===== src/rtl/seg_pkg.sv =====
// seg_pkg: glyph constants, capture FSM state type and the segment-to-hex
// decode helper shared by the seg_scan_capture block.
package seg_pkg;

    // Active-low segment patterns, bit6=g .. bit0=a.
    localparam logic [6:0] GLYPH_0   = 7'b1000000;
    localparam logic [6:0] GLYPH_1   = 7'b1111001;
    localparam logic [6:0] GLYPH_2   = 7'b0100100;
    localparam logic [6:0] GLYPH_3   = 7'b0110000;
    localparam logic [6:0] GLYPH_4   = 7'b0011001;
    localparam logic [6:0] GLYPH_5   = 7'b0010010;
    localparam logic [6:0] GLYPH_6   = 7'b0000010;
    localparam logic [6:0] GLYPH_7   = 7'b1111000;
    localparam logic [6:0] GLYPH_8   = 7'b0000000;
    localparam logic [6:0] GLYPH_9   = 7'b0010000;
    localparam logic [6:0] GLYPH_A   = 7'b0001000;
    localparam logic [6:0] GLYPH_B   = 7'b0000011;
    localparam logic [6:0] GLYPH_C   = 7'b1000110;
    localparam logic [6:0] GLYPH_D   = 7'b0100001;
    localparam logic [6:0] GLYPH_E   = 7'b0000110;
    localparam logic [6:0] GLYPH_F   = 7'b0001110;
    localparam logic [6:0] SEG_BLANK = 7'b1111111;

    typedef enum logic [1:0] {
        WAIT,
        COUNT,
        COMMIT,
        HOLD
    } scan_state_e;

    // Returns {legal, hex}; legal=0 means the pattern is no known glyph.
    function automatic logic [4:0] seg_to_hex(input logic [6:0] seg);
        logic [4:0] res;
        res = 5'h00;
        case (seg)
            GLYPH_0: res = 5'h10;
            GLYPH_1: res = 5'h11;
            GLYPH_2: res = 5'h12;
            GLYPH_3: res = 5'h13;
            GLYPH_4: res = 5'h14;
            GLYPH_5: res = 5'h15;
            GLYPH_6: res = 5'h16;
            GLYPH_7: res = 5'h17;
            GLYPH_8: res = 5'h18;
            GLYPH_9: res = 5'h19;
            GLYPH_A: res = 5'h1A;
            GLYPH_B: res = 5'h1B;
            GLYPH_C: res = 5'h1C;
            GLYPH_D: res = 5'h1D;
            GLYPH_E: res = 5'h1E;
            GLYPH_F: res = 5'h1F;
            default: res = 5'h00;
        endcase
        return res;
    endfunction

endpackage


===== src/rtl/seg_scan_capture_sync.sv =====
// seg_sync: parameterized-width two-flop synchronizer; both stages preset to
// all-ones so the active-low bus reads as idle out of reset.
module seg_sync #(
    parameter int WIDTH = 8
) (
    input  logic             clk,
    input  logic             rst,
    input  logic [WIDTH-1:0] d,
    output logic [WIDTH-1:0] q
);

    logic [WIDTH-1:0] meta_q, meta_d;
    logic [WIDTH-1:0] sync_q, sync_d;

    always_comb begin
        meta_d = d;
        sync_d = meta_q;
    end

    // NOTE: non-blocking assignments let both stages sample their old values on
    // the same edge; blocking here would collapse the chain into one flop.
    always_ff @(posedge clk or posedge rst) begin
        if (rst) begin
            meta_q <= '1;
            sync_q <= '1;
        end else begin
            meta_q <= meta_d;
            sync_q <= sync_d;
        end
    end

    assign q = sync_q;

endmodule


===== src/rtl/seg_scan_capture.sv =====
// seg_scan_capture: decodes a multiplexed active-low 7-segment bus back into
// per-digit hex values. Define SEG_DP_EN to also capture the decimal point.
module seg_scan_capture
    import seg_pkg::*;
#(
    parameter int NUM_DIGITS    = 4,
    parameter int STABLE_CYCLES = 8
) (
    input  logic                    clk,
    input  logic                    rst,
    input  logic [6:0]              seg_n,
    input  logic [NUM_DIGITS-1:0]   dig_n,
`ifdef SEG_DP_EN
    input  logic                    dp_n,
    output logic [NUM_DIGITS-1:0]   dp_out,
`endif
    output logic [4*NUM_DIGITS-1:0] hex_out,
    output logic [NUM_DIGITS-1:0]   digit_valid,
    output logic                    upd,
    output logic [2:0]              upd_idx,
    output logic                    code_err,
    output logic                    err_sticky
);

`ifdef SEG_DP_EN
    localparam int DP_W = 1;
`else
    localparam int DP_W = 0;
`endif
    localparam int SW = DP_W + NUM_DIGITS + 7;
    localparam int CW = $clog2(STABLE_CYCLES + 1);
    localparam logic [CW-1:0] CNT_DONE = CW'(STABLE_CYCLES);

    // Sample layout: {[dp,] dig, seg}; compared as one word for stability.
    logic [SW-1:0] raw_bus;
    logic [SW-1:0] samp;

`ifdef SEG_DP_EN
    assign raw_bus = {dp_n, dig_n, seg_n};
`else
    assign raw_bus = {dig_n, seg_n};
`endif

    seg_sync #(.WIDTH(SW)) u_sync (
        .clk (clk),
        .rst (rst),
        .d   (raw_bus),
        .q   (samp)
    );

    logic [NUM_DIGITS-1:0] samp_act;
    logic                  samp_single;

    assign samp_act    = ~samp[7 +: NUM_DIGITS];
    assign samp_single = (samp_act != '0) &&
                         ((samp_act & (samp_act - 1'b1)) == '0);

    scan_state_e   state_q, state_d;
    logic [CW-1:0] cnt_q, cnt_d;
    logic [SW-1:0] ref_q, ref_d;

    // NOTE: every variable gets a default at the top of the block so no path
    // leaves it unassigned, which would otherwise infer a latch.
    always_comb begin
        state_d = state_q;
        cnt_d   = cnt_q;
        ref_d   = ref_q;
        case (state_q)
            WAIT: begin
                if (samp_single) begin
                    ref_d   = samp;
                    cnt_d   = CW'(1);
                    state_d = COUNT;
                end
            end
            COUNT: begin
                if (samp == ref_q) begin
                    if (cnt_q != CNT_DONE) cnt_d = cnt_q + 1'b1;
                    if (cnt_d == CNT_DONE) state_d = COMMIT;
                end else if (samp_single) begin
                    ref_d = samp;
                    cnt_d = CW'(1);
                end else begin
                    cnt_d   = '0;
                    state_d = WAIT;
                end
            end
            COMMIT: begin
                cnt_d   = '0;
                state_d = HOLD;
            end
            HOLD: begin
                // A change re-arms immediately, exactly as WAIT would.
                if (samp != ref_q) begin
                    if (samp_single) begin
                        ref_d   = samp;
                        cnt_d   = CW'(1);
                        state_d = COUNT;
                    end else begin
                        state_d = WAIT;
                    end
                end
            end
            default: begin
                cnt_d   = '0;
                state_d = WAIT;
            end
        endcase
    end

    always_ff @(posedge clk or posedge rst) begin
        if (rst) begin
            state_q <= WAIT;
            cnt_q   <= '0;
            ref_q   <= '1;
        end else begin
            state_q <= state_d;
            cnt_q   <= cnt_d;
            ref_q   <= ref_d;
        end
    end

    logic [NUM_DIGITS-1:0] ref_act;
    logic [4:0]            dec;
    logic                  dec_legal;
    logic                  ref_blank;

    assign ref_act   = ~ref_q[7 +: NUM_DIGITS];
    assign dec       = seg_to_hex(ref_q[6:0]);
    assign dec_legal = dec[4];
    assign ref_blank = (ref_q[6:0] == SEG_BLANK);

    logic [4*NUM_DIGITS-1:0] hex_q, hex_d;
    logic [NUM_DIGITS-1:0]   valid_q, valid_d;
    logic                    upd_q, upd_d;
    logic [2:0]              idx_q, idx_d;
    logic                    err_q, err_d;
    logic                    sticky_q, sticky_d;
`ifdef SEG_DP_EN
    logic [NUM_DIGITS-1:0]   dp_q, dp_d;
`endif

    always_comb begin
        hex_d    = hex_q;
        valid_d  = valid_q;
        upd_d    = 1'b0;
        idx_d    = idx_q;
        err_d    = 1'b0;
        sticky_d = sticky_q;
`ifdef SEG_DP_EN
        dp_d     = dp_q;
`endif
        if (state_q == COMMIT) begin
            upd_d = 1'b1;
            if (!dec_legal && !ref_blank) begin
                err_d    = 1'b1;
                sticky_d = 1'b1;
            end
            // The reference is one-hot, so exactly one digit slot is touched.
            for (int i = 0; i < NUM_DIGITS; i++) begin
                if (ref_act[i]) begin
                    idx_d      = 3'(i);
                    valid_d[i] = dec_legal;
                    if (dec_legal) hex_d[4*i +: 4] = dec[3:0];
`ifdef SEG_DP_EN
                    if (dec_legal || ref_blank) dp_d[i] = ~ref_q[SW-1];
`endif
                end
            end
        end
    end

    always_ff @(posedge clk or posedge rst) begin
        if (rst) begin
            hex_q    <= '0;
            valid_q  <= '0;
            upd_q    <= 1'b0;
            idx_q    <= '0;
            err_q    <= 1'b0;
            sticky_q <= 1'b0;
`ifdef SEG_DP_EN
            dp_q     <= '0;
`endif
        end else begin
            hex_q    <= hex_d;
            valid_q  <= valid_d;
            upd_q    <= upd_d;
            idx_q    <= idx_d;
            err_q    <= err_d;
            sticky_q <= sticky_d;
`ifdef SEG_DP_EN
            dp_q     <= dp_d;
`endif
        end
    end

    assign hex_out     = hex_q;
    assign digit_valid = valid_q;
    assign upd         = upd_q;
    assign upd_idx     = idx_q;
    assign code_err    = err_q;
    assign err_sticky  = sticky_q;
`ifdef SEG_DP_EN
    assign dp_out      = dp_q;
`endif

endmodule


===== config.mk =====
export PLATFORM = sky130hd
export DESIGN_NAME = seg_scan_capture
export DESIGN_NICKNAME = d
export VERILOG_FILES = /design/src/rtl/seg_pkg.sv /design/src/rtl/seg_scan_capture_sync.sv /design/src/rtl/seg_scan_capture.sv
export SDC_FILE = /design/constraint.sdc
export NUM_CORES = 1
export LEC_CHECK = 0
export CAP_MARGIN = 20
export CORE_ASPECT_RATIO = 0.5
export CORE_MARGIN = 4
export CORE_UTILIZATION = 40
export CTS_CLUSTER_DIAMETER = 80
export DETAILED_ROUTE_END_ITERATION = 10
export PLACE_DENSITY_LB_ADDON = 0.08
export SKIP_CTS_REPAIR_TIMING = 1
export SYNTH_ARGS = -nofsm -noshare
export SYNTH_HDL_FRONTEND = slang
export SYNTH_SLANG_ARGS = --single-unit

===== constraint.sdc =====
create_clock -name clk -period 6.35 [get_ports clk]
set_input_delay 1.27 -clock clk [delete_from_list [all_inputs] [get_ports clk]]
set_output_delay 1.27 -clock clk [all_outputs]
set_load 0.005 [all_outputs]

==> results of run 1 <==
==> layout by cell type (no fill, tap or decap), drive strengths merged, types with 2 or more instances in the layout <==
cell           Yosys  layout
clkdlybuf4s50      0      37
inv               15      15
ha                 7       7
nand4              4       4
nor2              13      13
a31oi              2       2
or3b               2       2
o21ai             11      11
a221oi             2       2
nor3               6       6
nand3              3       3
buf                7       2
dfstp             33      33
xor2              13      13
nor4               2       2
nand2b             5       5
nand3b             3       3
a21oi              8       8
and3               2       2
mux2i              3       3
a22o               7       7
and2               3       3
nor3b              2       2
nor2b              3       3
or2                3       3
dfrtp             31      31
nor4bb             2       2
nand2             21      21
mux2              17      17
clkbuf             4      13
o22ai              3       3
o2bb2ai            2       2
a211oi             2       2
bufinv             0       2
a21o               3       3
==> kinds of logic after synthesis <==
family | count (synthesis) | synth area share, %
fa+ha+maj | 7 | 2.93
compound gates | 51 | 12.0
other cells | 1 | 0.125
xor+xnor | 14 | 4.10
buf+inv | 26 | 4.14
simple gates | 78 | 14.4
mux | 20 | 7.41
flops | 64 | 55.0
==> worst min-delay path by stage <==
| stage | to | cells after the start |
|---|---|---|
| final | u_sync.q[9]$_DFF_PP1_ | 0 |
| after CTS | u_sync.q[9]$_DFF_PP1_ | 0 |
| after detailed placement | u_sync.q[7]$_DFF_PP1_ | 0 |
| after global placement | u_sync.q[8]$_DFF_PP1_ | 0 |
| after global routing | u_sync.q[9]$_DFF_PP1_ | 0 |
| after floorplan | u_sync.q[0]$_DFF_PP1_ | 0 |
==> cell usage after synthesis, types with 3 or more instances <==
cell and number:
nand3b_1 3, xor2_1 13, clkbuf_1 4, o21ai_0 11
mux2i_1 3, ha_1 7, o22ai_1 3, nand2_1 21
inv_1 15, a22o_1 7, nand2b_1 5, nor3_1 6
or2_2 3, nand4_1 4, dfstp_2 33, dfrtp_1 31
a21oi_1 8, nor2b_1 3, nand3_1 3, mux2_2 17
nor2_1 13, a21o_1 3, buf_2 3
==> sequential cells by signal, summed over array words and instances (netlist names), named ones only <==
name and cells:
cnt_q 4, code_err 1, digit_valid 4, err_sticky 1
hex_out 16, ref_q 11, state_q 1, u_sync.meta_q 11
u_sync.q 11, upd 1, upd_idx 2
==> metal layers <==
layer,vias to the layer above,GRT usage (%)
met2,50,21.1
met1,1001,21.6
met5,-,0
met4,0,4.84
met3,4,6.10
li1,999,-
==> layout make-up <==
cell class	instances	area [um2]	area share, %
well taps	92	115	3.08
repair buffers	39	385	10.3
clock buffers	13	250	6.70
inverters	15	56.3	1.51
multi-input cells	171	1220	32.7
clock inverters	3	65.1	1.74
flip-flops and latches	64	1640	44.0
==> stage by stage <==
step           hold slack [ps]  setup slack, ps  util, %
3_5_place_dp               347             3830     49.1
6_report                   353             3840     53.7
4_1_cts                    354             3820     53.7
3_3_place_gp               345             3910     49.1
5_1_grt                    355             3670     53.7
2_1_floorplan              345             3540        -
==> worst reg2reg max path: stages (launching register included) <==
cell and delay [ps]:
dfstp_2 660, xor2_1 100, nor4_1 350, and3_1 400
mux2i_1 150, or3_4 400, o32a_1 330
==> power breakdown <==
group | internal [mW] | switching [mW] | total [mW]
clock | 0.354 | 0.164 | 0.518
sequential | 0.499 | 0.127 | 0.626
combinational | 0.171 | 0.175 | 0.346
==> impl_metrics.toml, run 1 <==
[layout]
drive_above_1_share_pct = 24.3
syn2layout_area_growth_pct = 25.0
nFillCells = 597
num_antenna_cells = 0
finalNetCount = 320
fin_area_um2 = 3740
fin_cells = 397

[critical_path]
cp_num_cells = 6
arrival_ps = 2720
r2r_slack_ps = 3840
r2r_end = "state_q[0]$_DFFE_PP0P_"
path_buf_inv = 0
critPathCapture = "state_q[0]$_DFFE_PP0P_"
crit_start = "ref_q[2]$_DFFE_PP1P_"
path_max_fanout = 13
critical_path.endpoint_type = "flop"
crit_slowest_cell = "dfstp_2"
critPathRequiredTime_ps = 6560
worstRegToRegCells = 6
max_stage_delay_ps = 660
cp_top_family = "simple AND/OR/NAND/NOR gates"
path_class = "flop to flop"
crit_chain = "xor2_1, nor4_1, and3_1, mux2i_1, or3_4, o32a_1"
start_kind = "flop"
worstReg2RegStart = "ref_q[2]$_DFFE_PP1P_"

[floorplanning]
rows = 21
dieArea_um2 = 9000
core_region_area_um2 = 6960
io-pin-count = 39
die_x_um = 130
die_h_um = 69.1
start_util_pct = 42.9

[logic_synthesis]
synth_warnings = 0
syn_nets = 281
synthFlopType = "dfstp_2"
yosysUniqueCellTypes = 54
syn_area_um2 = 2990
synth_area_leader_cell = "dfstp_2"
synth-edff-count = 0
synth_top_area_share_pct = 29.0
synthArstFlopShare_pct = 100
syn_area_per_cell_um2 = 11.5
synthTopCellsByArea = "dfstp_2, dfrtp_1, mux2_2"
synth_seq_cells = 64
syn_inst = 261
yosysSeqAreaShare_pct = 55.0

[drt]
vias = 2054
wl_met1_um = 3160
postRouteAntennaNets = 0
viasPerCell = 5.17
highest_layer = "met4"
drt-pass1-iter-count = 4
wl_per_cell_um = 15.5
wl_met2_um = 2620
wl_um = 6170
drc = 0
drt_iter0_drc = 97
wl_met3_um = 341

[pwr]
finalPower_mw = 1.49
powerDensity_nw_per_um2 = 399
ir_worst_vdd_mv = 0.164
p_leak_nw = 1.58

[hold_path]
holdCritPathClass = "flop to flop"
hold_start = "u_sync.meta_q[9]$_DFF_PP1_"

[global_routing]
grt.overflow.total = 0
antenna_found_initial = 0
grt_pass1_wl_um = 10700
grt_pass1_vias = 2053
grt_use_total_pct = 15.2
grt_max_degree = 65

[placement]
dpl.cell_count = 381
place.gp.congestion = 0.787
portBuffers = 37
dpl.hpwl_um = 4340
dpl-instance-area_um2 = 3420

[cts]
htreeDepth = 3
cts_buffers = 9
clk_latency_ps = 320
clock-sinks = 64
cts.path.max_buffers = 2
clkTransAtPathRegs_ps = 50
tritoncts = "built"
root_buffer = "clkbuf_16"

[sta]
fin_crit_ps = 2510
slew_violations = 0
finalSetupViolCount = 0
worstMarginPinSlew_ps = 774
fin_tns_setup_ps = 0
period_share_pct = 39.6
slew_headroom_pct = 48.4
skew_ps = 3.40
timing.fmax_mhz = 398
rsz0062_at_grt = "no"
hold_viol_final = 0

[run]
maxCapViolCount = 0

[run_status]
status = "completed"
Power figures use the tool's default switching activity.
==> inputs of run 2 (changes only) <==
==> constraint.sdc (replaced) <==
create_clock -name clk -period 2.23 [get_ports clk]
set_input_delay 0.446 -clock clk [delete_from_list [all_inputs] [get_ports clk]]
set_output_delay 0.446 -clock clk [all_outputs]
set_load 0.005 [all_outputs]
==> impl_metrics.toml, run 2 (same netlist as run 1, synthesis figures left out) <==
[drt]
drt-pass1-iter-count = 5
drt_iter0_drc = 63
viasPerCell = 5.08
wl_um = 6870
drc = 0
vias = 2252
postRouteAntennaNets = 0
wl_per_cell_um = 15.5

[pwr]
powerDensity_nw_per_um2 = 1090
p_leak_nw = 1.82
ir_worst_vdd_mv = 0.491
finalPower_mw = 4.57

[critical_path]
path_class = "flop to flop"
crit_start = "ref_q[5]$_DFFE_PP1P_"
path_max_fanout = 5
start_kind = "flop"
critical_path.endpoint_type = "flop"
critPathRequiredTime_ps = 2430
arrival_ps = 2400
worstReg2RegStart = "ref_q[5]$_DFFE_PP1P_"

[cts]
clk_latency_ps = 320
cts.path.max_buffers = 2
root_buffer = "clkbuf_16"
tritoncts = "built"
cts_buffers = 9
clock-sinks = 64
clkTransAtPathRegs_ps = 50
htreeDepth = 3

[layout]
utilization_pct = 60.2
largest_reg_flops = 16
num_antenna_cells = 0
drive_above_1_share_pct = 39.6
final_common_cell = "buf_4"
syn2layout_area_growth_pct = 40.3
layout_common_cells = "buf_4, clkdlybuf4s50_1, dfstp_2, dfrtp_1, nand2_1"
nFillCells = 577
finalNetCount = 367
fin_cells = 443

[global_routing]
grt_pass1_wl_um = 11100
grt.overflow.total = 0
grt_max_degree = 65
grt_use_total_pct = 15.8
grt_pass1_vias = 2252
antenna_found_initial = 0

[run]
maxCapViolCount = 0

[placement]
place.gp.congestion = 0.821
dpl.hpwl_um = 4780
dpl.cell_count = 416
portBuffers = 37

[floorplanning]
die_x_um = 130
start_util_pct = 42.9
dieArea_um2 = 9000
die_h_um = 69.1
rows = 21
core_region_area_um2 = 6960
io-pin-count = 39

[sta]
worstMarginPinSlew_ps = 518
hold_viol_final = 0
period_share_pct = 98.6
fin_tns_setup_ps = 0
timing.fmax_mhz = 455
fin_crit_ps = 2200
slew_headroom_pct = 65.5
finalSetupViolCount = 0
slew_violations = 0
skew_ps = 5.16

[hold_path]
holdCritPathClass = "flop to flop"
hold_start = "u_sync.meta_q[0]$_DFF_PP1_"

[run_status]
status = "completed"
[run 2: final timing paths]
| kind | end | slack (ps) | depth (start not counted) |
|---|---|---|---|
| hold / removal | u_sync.q[0]$_DFF_PP1_ | 350 | 0 |
| max in group asynchronous | ref_q[9]$_DFFE_PP1P_ | 1400 | 3 |
| hold reg to reg | u_sync.q[0]$_DFF_PP1_ | 350 | 0 |
| setup / recovery | state_q[0]$_DFFE_PP0P_ | 30 | 7 |
| min in group asynchronous | asynchronous set/reset pin | 520 | 3 |
| setup reg to reg | state_q[0]$_DFFE_PP0P_ | 30 | 7 |
[run 2: layer usage]
layer	track usage, %	routed length, um
met1	22.1	3420
met2	22.9	3110
met3	5.32	256
met4	5.30	79
met5	0	0
[run 2: where the power goes]
part | switching, mW | total [mW] | internal (mW) | leakage (nW)
logic | 0.895 | 1.78 | 0.890 | 0.920
clock network | 0.456 | 1.23 | 0.771 | 0.129
registers | 0.147 | 1.56 | 1.41 | 0.772
total | 1.50 | 4.57 | 3.07 | 1.82
[run 2: critical path: stages (launching register included)]
cell and delay, ps:
dfstp_2 560, xor2_1 250, nor3_2 100, and3_4 170
buf_6 120, a22o_1 210, or3_4 370, o32a_1 290
[run 2: layout make-up]
class	instances	area [um2]	share of cell area, %
multi-input combinational	171	1340	32.1
sequential	64	1640	39.2
timing repair buffer	86	774	18.5
tap	92	115	2.75
clock inverter	2	10.0	0.239
inverter	15	56.3	1.34
clock buffer	13	250	5.97
[run 2: stage by stage]
step	setup slack, ps	instance area, um2	hold slack, ps
after floorplan	40.9	2990	345
after global placement	-136	3710	345
after detailed placement	-205	3710	347
after CTS	-222	3970	351
after global routing	-45.7	4190	355
final	30.8	4190	349
